[src/rtl/codec_i2s_intf.sv]
// I2S codec-side interface: generates BCLK/LRCLK, deserialises ADC words into
// a stereo sample with a VALID strobe, and serialises the core's output to the DAC.
module codec_i2s_intf #(
    parameter int SCLK_DIV  = 4,
    parameter int WORD_W    = 16,
    parameter int SLOT_BITS = 32
) (
    input  logic              clk,
    input  logic              rst_n,
    input  logic              ADCDAT,
    output logic              BCLK,
    output logic              LRCLK,
    output logic              DACDAT,
    output logic              VALID,
    output logic [WORD_W-1:0] left_rx,
    output logic [WORD_W-1:0] right_rx,
    input  logic [WORD_W-1:0] left_tx,
    input  logic [WORD_W-1:0] right_tx
);
    localparam int FRAME = 2 * SLOT_BITS;
    localparam int CW    = $clog2(FRAME);
    localparam int DW    = $clog2(SCLK_DIV);

    logic [DW-1:0]     div_q, div_d;
    logic [CW-1:0]     bit_q, bit_d;
    logic              bclk_q, bclk_d;
    logic              lrclk_q, lrclk_d;
    logic              dac_q, dac_d;
    logic              valid_q, valid_d;
    logic              vpend_q, vpend_d;
    logic              sync1_q, sync2_q;
    logic [WORD_W-1:0] rxsh_q, rxsh_d;
    logic [WORD_W-1:0] lhold_q, lhold_d;
    logic [WORD_W-1:0] lrx_q, lrx_d;
    logic [WORD_W-1:0] rrx_q, rrx_d;
    logic [WORD_W-1:0] txl_q, txl_d;
    logic [WORD_W-1:0] txr_q, txr_d;

    logic              tick, rise, fall;
    logic              slot, slot_n, in_word, in_word_n;
    logic [CW-1:0]     bit_nx, idx, idx_n;
    logic [WORD_W-1:0] tx_word, tx_shift;

    always_comb begin
        tick   = (div_q == DW'(SCLK_DIV - 1));
        rise   = tick & ~bclk_q;
        fall   = tick & bclk_q;
        div_d  = tick ? '0 : div_q + 1'b1;
        bclk_d = bclk_q ^ tick;

        bit_nx    = (bit_q == CW'(FRAME - 1)) ? '0 : bit_q + 1'b1;
        slot      = (bit_q >= CW'(SLOT_BITS));
        idx       = slot ? bit_q - CW'(SLOT_BITS) : bit_q;
        in_word   = (idx != '0) && (idx <= CW'(WORD_W));
        slot_n    = (bit_nx >= CW'(SLOT_BITS));
        idx_n     = slot_n ? bit_nx - CW'(SLOT_BITS) : bit_nx;
        in_word_n = (idx_n != '0) && (idx_n <= CW'(WORD_W));

        // MSB-first: bit WORD_W-idx is the top bit after shifting left by idx-1
        tx_word  = slot_n ? txr_q : txl_q;
        tx_shift = tx_word << (idx_n - 1'b1);

        bit_d   = bit_q;
        lrclk_d = lrclk_q;
        dac_d   = dac_q;
        txl_d   = txl_q;
        txr_d   = txr_q;
        rxsh_d  = rxsh_q;
        lhold_d = lhold_q;
        lrx_d   = lrx_q;
        rrx_d   = rrx_q;
        vpend_d = vpend_q;
        valid_d = 1'b0;

        if (vpend_q) begin
            valid_d = 1'b1;
            vpend_d = 1'b0;
            lrx_d   = lhold_q;
            rrx_d   = rxsh_q;
        end

        if (fall) begin
            bit_d   = bit_nx;
            lrclk_d = slot_n;
            dac_d   = in_word_n & tx_shift[WORD_W-1];
            if (bit_nx == '0) begin
                txl_d = left_tx;
                txr_d = right_tx;
            end
        end

        if (rise && in_word) begin
            rxsh_d = {rxsh_q[WORD_W-2:0], sync2_q};
            if (idx == CW'(WORD_W)) begin
                if (!slot) lhold_d = rxsh_d;
                else       vpend_d = 1'b1;
            end
        end
    end

    always_ff @(posedge clk) begin
        if (!rst_n) begin
            div_q   <= '0;
            bit_q   <= '0;
            bclk_q  <= 1'b0;
            lrclk_q <= 1'b0;
            dac_q   <= 1'b0;
            valid_q <= 1'b0;
            vpend_q <= 1'b0;
            sync1_q <= 1'b0;
            sync2_q <= 1'b0;
            rxsh_q  <= '0;
            lhold_q <= '0;
            lrx_q   <= '0;
            rrx_q   <= '0;
            txl_q   <= '0;
            txr_q   <= '0;
        end else begin
            div_q   <= div_d;
            bit_q   <= bit_d;
            bclk_q  <= bclk_d;
            lrclk_q <= lrclk_d;
            dac_q   <= dac_d;
            valid_q <= valid_d;
            vpend_q <= vpend_d;
            sync1_q <= ADCDAT;
            sync2_q <= sync1_q;
            rxsh_q  <= rxsh_d;
            lhold_q <= lhold_d;
            lrx_q   <= lrx_d;
            rrx_q   <= rrx_d;
            txl_q   <= txl_d;
            txr_q   <= txr_d;
        end
    end

    assign BCLK     = bclk_q;
    assign LRCLK    = lrclk_q;
    assign DACDAT   = dac_q;
    assign VALID    = valid_q;
    assign left_rx  = lrx_q;
    assign right_rx = rrx_q;

endmodule
[config.mk]
export PLATFORM = sky130hd
export DESIGN_NAME = codec_i2s_intf
export DESIGN_NICKNAME = d
export VERILOG_FILES = /design/src/rtl/codec_i2s_intf.sv
export SDC_FILE = /design/constraint.sdc
export NUM_CORES = 1
export LEC_CHECK = 0
export ABC_AREA = 1
export CORE_MARGIN = 1.5
export CORE_UTILIZATION = 53
export DETAILED_ROUTE_END_ITERATION = 12
export PLACE_DENSITY = 0.83
export SYNTH_ARGS = -nofsm -noshare
export SYNTH_HDL_FRONTEND = slang
export SYNTH_SLANG_ARGS = --single-unit
[constraint.sdc]
create_clock -name clk -period 2.4 [get_ports clk]
set_input_delay 0.6 -clock clk [delete_from_list [all_inputs] [get_ports clk]]
set_output_delay 0.6 -clock clk [all_outputs]
set_load 0.01 [all_outputs]
=== After elaboration in Yosys (flattened, before gate mapping) ===
Cells that the tools add are included.

* Bits in registers: 111
* Bits of input ports: 35
* Output and inout bits: 36
* Logic and storage cells: 51

* Add/subtract/negate cells: 5
* Magnitude comparators: 4
* Equal/unequal tests: 3
* Shift-type cells: 1
* Muxes and demuxes: 6
* Bitwise gates (word level): 7
* Reductions and logical operators: 10

{| class="wikitable"
|+ Operators by type and width
! cell !! count
|-
| two-way mux 6 bit || 3
|-
| two-way mux 16 bit || 1
|-
| left shift 16 x 6 -> 16 bit || 1
|-
| >= comparator 6 bit (second input constant) || 2
|-
| less-or-equal comparator 6 x 5 -> 1 bit (second input constant) || 2
|-
| nonzero test 6 bit || 2
|-
| subtractor 6 bit (second input constant) || 2
|-
| adder 6 x 1 -> 6 bit (second input constant) || 1
|-
| equality test 6 x 5 -> 1 bit (second input constant) || 1
|-
| equality test 6 bit (second input constant) || 1
|-
| logical NOT 6 bit || 1
|-
| AND reduction 3 bit || 2
|-
| subtractor 6 x 1 -> 6 bit (second input constant) || 1
|-
| AND 1 bit || 3
|-
| logical AND 1 bit || 3
|-
| inverter 1 bit || 3
|-
| adder 2 x 1 -> 2 bit (second input constant) || 1
|-
| equality test 2 bit (second input constant) || 1
|-
| two-way mux 1 bit || 2
|-
| AND reduction 2 bit || 1
|-
| OR reduction 2 bit || 1
|-
| bitwise XOR 1 bit || 1
|}

=== Longest topological paths before layout ===
* Depth in word-level cells: 7
* Gate-level depth with buffers: 16
* Mapped depth without buffers: 16

=== Least setup slack after synthesis ===
Ideal clock, no wire load.

* Kind: reg-to-reg
* Start point: register bit_q[0]
* End point: register rxsh_q[10]
* Library setup time: 0.128 ns
* Arrival time: 1.744 ns
* Required time: 2.272 ns
* Path slack: 0.528 ns
* Cell stages (with the launch flop): 12
* Buffers on the path: 2
* Clock period less this slack: 1.872 ns
* Cell sequence: dfxtp_1 -> inv_1 -> buf_2 -> ha_1 -> nand3_1 -> inv_1 -> nor2_1 -> nor3_1 -> inv_1 -> clkbuf_1 -> o21ai_0 -> a21oi_1

* Longest elaborated chain between the ends: 5
* Elaborated cells between the ends (all ways): 7

{| class="wikitable"
|+ RTL lines
! element !! line !! text
|-
| start, declared || 25 || <nowiki>logic [CW-1:0] bit_q, bit_d;</nowiki>
|-
| start signal, assigned || 120 || <nowiki>bit_q <= bit_d;</nowiki>
|-
| subtractor 6 bit or >= comparator 6 bit (tied branches) || 53, 52 ||
|-
| two-way mux 6 bit (*) || 53 || <nowiki>idx = slot ? bit_q - CW'(SLOT_BITS) : bit_q;</nowiki>
|-
| less-or-equal comparator 6 x 5 -> 1 bit or nonzero test 6 bit (tied branches) || 54 || <nowiki>in_word = (idx != '0) && (idx <= CW'(WORD_W));</nowiki>
|-
| logical AND 1 bit (*) || 54 ||
|-
| logical AND 1 bit (*) || 92 || <nowiki>if (rise && in_word) begin</nowiki>
|-
| end signal, assigned || 128 || <nowiki>rxsh_q <= rxsh_d;</nowiki>
|-
| end, declared || 32 || <nowiki>logic [WORD_W-1:0] rxsh_q, rxsh_d;</nowiki>
|}

Every way passes the cells marked *; elsewhere a longest branch is shown, timed or not.
A chain may end at the register's enable or synchronous reset.

=== Worst setup path in the final report ===
* Start point: register bit_q[0]
* End point: register txl_q[15]

* Longest elaborated chain between the ends: 4
* Elaborated cells between the ends (all ways): 5

{| class="wikitable"
|+ RTL lines
! element !! line !! text
|-
| adder 6 x 1 -> 6 bit or equality test 6 bit (tied branches) || 51 || <nowiki>bit_nx = (bit_q == CW'(FRAME - 1)) ? '0 : bit_q + 1'b1;</nowiki>
|-
| two-way mux 6 bit (*) || 51 ||
|-
| logical NOT 6 bit (*) || 86 || <nowiki>if (bit_nx == '0) begin</nowiki>
|-
| AND reduction 2 bit (no source line) (*) || - ||
|-
| end signal, assigned || 132 || <nowiki>txl_q <= txl_d;</nowiki>
|-
| end, declared || 36 || <nowiki>logic [WORD_W-1:0] txl_q, txl_d;</nowiki>
|}

Marked as above.

==> impl_results.md <==
* Fmax at 462.6 MHz
* Nets@finish at 658
* Final period utilization at 90.06%
* Slew @ Worst Pin at 0.7356 ns
* WL final at 10.12 mm
* Area contributors post-synth: dfxtp_1, o21ai_0, nor2_1
* Detailed-route vias per instance at 5.265
* Die Width at 93.89 um
* CTS buffer count at 9
* PD cells at 571.9 nW/um2
* Status: finished clean
* All-Layer GR Usage at 24.47%
* Worst-path maximum fanout at 41
* IO Port Bufs at 70
* Crit Path Class: register to register
* Mapped Cells at 563
* Top-count cell post-synth: dfxtp_1
* Max VDD drop at 0.3178 mV
* Arr. time, crit path at 2.41 ns
* Top cell type's share of synthesized area at 50.76%
* First-pass GRT wire length at 17.09 mm
* Clock sinks at 111
* Fraction of registers with async set/reset at 0%
* Rel. slew slack at 50.91%
* Die Ht at 93.89 um
* Routed vias at 3817
* 1st-iter DRT viols at 146
* Gr ovfl total at 0
* Maxcap violations at 0
* Area leader, netlist: dfxtp_1
* Worst EP required at 2.65 ns
* Final setup viols at 0
* IO Count at 71
* Clk_lat worst skew at 0.38 ns
* Antenna viol nets, final at 0
* Crit-path max cell delay at 0.41 ns
* Antenna violations before repair at 0
* Worst-path clk slew at 0.10 ns
* Family with the most delay on the worst path: simple AND/OR/NAND/NOR gates
* Sequential fraction of the synthesis area at 50.76%
* Vias in the first global route at 3805
* Area of the multi-input gates at 1792 um2
* Largest net degree at the start of global routing at 65
* Number of synthesized flops with an enable pin at 0
* Setup Buffers After CTS at 0
* Worst setup EP type: register
* CP max-delay cell: dfxtp_1
* Ys Warns at 0
* Area grow syn2layout at 21.06%
* Leak Pwr at 2.094 nW
* CP Cell Sequence: ha_1 > nand2_2 > nor2_2 > nand2_4 > nand3_1 > nand2_1 > nor3_4 > inv_4 > o21ai_0 > a21oi_1
* DRC viols at 0
* Synth Register Bits at 111
* HP Class: register to register
* Synth cell types at 31
* Power consumption at 3.031 mW
* RSZ-0062 raised after global routing: no
* Fraction of layout cells with a size suffix above 1 at 6.260%
* Mapped cell area at 4378 um2
* Main flop type after synthesis: dfxtp_1
* CTS tree: done
* Final Slew Violations at 0
* Post-Syn Area per Cell at 7.776 um2
* Rows at 32
* Router iterations before antenna repair at 5
* Core area at 7848 um2
* TNS Setup at 0 ns
* Max H-tree Level at 3
* Clock Path Buffers at 2
* Dpl hpwl at 7.115 mm
* Mapped Nets at 603
* Initial core utilization at 55.79%
* Final min period at 2.162 ns
* Die area at 8814 um2
* Filler cell count at 713
* Final Wtd Congestion at 0.8961
* CTS Root Cell: clkbuf_8
* Storage cell area at 2222 um2
* Final hold violations at 0
* Critical path buffers and inverters at 1
* CP startpoint kind: register
* Skew final at 0.01917 ns
* Commonest cells in the netlist: dfxtp_1, o21ai_0, nor2_1
* Diode count at 0
* Routed wire per std cell at 13.96 um
-- final timing paths --
path,start,end,slack [ns],depth (start not counted)
setup / recovery,bit_q[0],txl_q[15],0.24,10
hold / removal,sync1_q,sync2_q,0.44,2
setup reg to reg,bit_q[0],txl_q[15],0.24,10
hold reg to reg,sync1_q,sync2_q,0.44,2
-- registers in the layout, indices dropped and copies added (netlist names) --
signal and count:
txl_q 16, txr_q 16, VALID 1, right_rx 16
lhold_q 16, rxsh_q 16, sync2_q 1, sync1_q 1
vpend_q 1, div_q 2, DACDAT 1, left_rx 16
bit_q 6, LRCLK 1, BCLK 1
-- cell families (layout without fill, tap and decap cells) --
| kind of cell | Yosys count | after routing | share of synthesized area [%] |
|---|---|---|---|
| AOI/OAI and AO/OA | 179 | 179 | 21.29 |
| xor gates and xnor gates | 2 | 2 | 0.4002 |
| buffers and inverters | 90 | 150 | 8.431 |
| and+or+nand+nor | 176 | 176 | 17.69 |
| DFF | 111 | 111 | 50.76 |
| adders and majority gates | 5 | 5 | 1.429 |
-- metrics by stage --
stage	hold WS [ns]	util, %	std cells	instance area (um2)	setup slack, ns
after floorplan	0.3905	-	563	4378	0.5276
after global placement	0.4047	65.07	709	5106	0.1896
after detailed placement	0.4130	65.07	709	5106	0.1035
after CTS	0.4322	67.39	725	5289	0.08931
after global routing	0.4598	67.54	725	5300	0.02385
final	0.4363	67.54	725	5300	0.2385
-- routing by layer --
metal | GRT usage (%) | wire (um) | vias up
met5 | 0 | 0 | -
met4 | 7.960 | 191 | 0
met3 | 5.178 | 364 | 14
met2 | 43.18 | 5001 | 85
met1 | 29.56 | 4561 | 1753
li1 | - | - | 1965
-- cell usage in the layout (no fill, tap or decap), types with 2 or more instances in the layout --
| master | count |
|---|---|
| nand2_4 | 2 |
| inv_2 | 2 |
| nand2_1 | 34 |
| nor2_1 | 91 |
| a21oi_1 | 65 |
| clkinv_1 | 2 |
| o21ai_1 | 8 |
| clkdlybuf4s50_1 | 69 |
| nand3_1 | 33 |
| buf_4 | 8 |
| inv_6 | 2 |
| inv_1 | 50 |
| o21ai_0 | 92 |
| ha_1 | 5 |
| o211ai_1 | 10 |
| nor3_1 | 3 |
| clkbuf_8 | 9 |
| dfxtp_1 | 111 |
| a211oi_1 | 2 |
| nand2_2 | 5 |
-- repair_timing --
| action | in CTS | in global routing |
|---|---|---|
| hold buffers | 0 | 0 |
| hold endpoints to repair | 0 | 0 |
| setup endpoints to repair | 0 | 33 |
| resized for setup | 0 | 4 |
-- report_power, final --
group,switching (mW),internal [mW]
registers,0.00536,1.85
logic,0.0538,0.0694
clock network,0.658,0.395
-- cell type report --
type	instances	share of cell area, %
Clock buffer	10	2.408
Inverter	55	3.942
Timing Repair Buffer	79	14.47
Multi-Input combinational cell	362	33.81
Tap cell	102	2.408
Clock inverter	6	1.039
Sequential cell	111	41.93
-- worst reg2reg max path, cell delays in order (launching register included) --
cell and delay [ns]:
dfxtp_1 0.41, ha_1 0.22, nand2_2 0.08, nor2_2 0.18
nand2_4 0.15, nand3_1 0.20, nand2_1 0.12, nor3_4 0.26
inv_4 0.18, o21ai_0 0.21, a21oi_1 0.05
(Power assumes the default switching activity.)
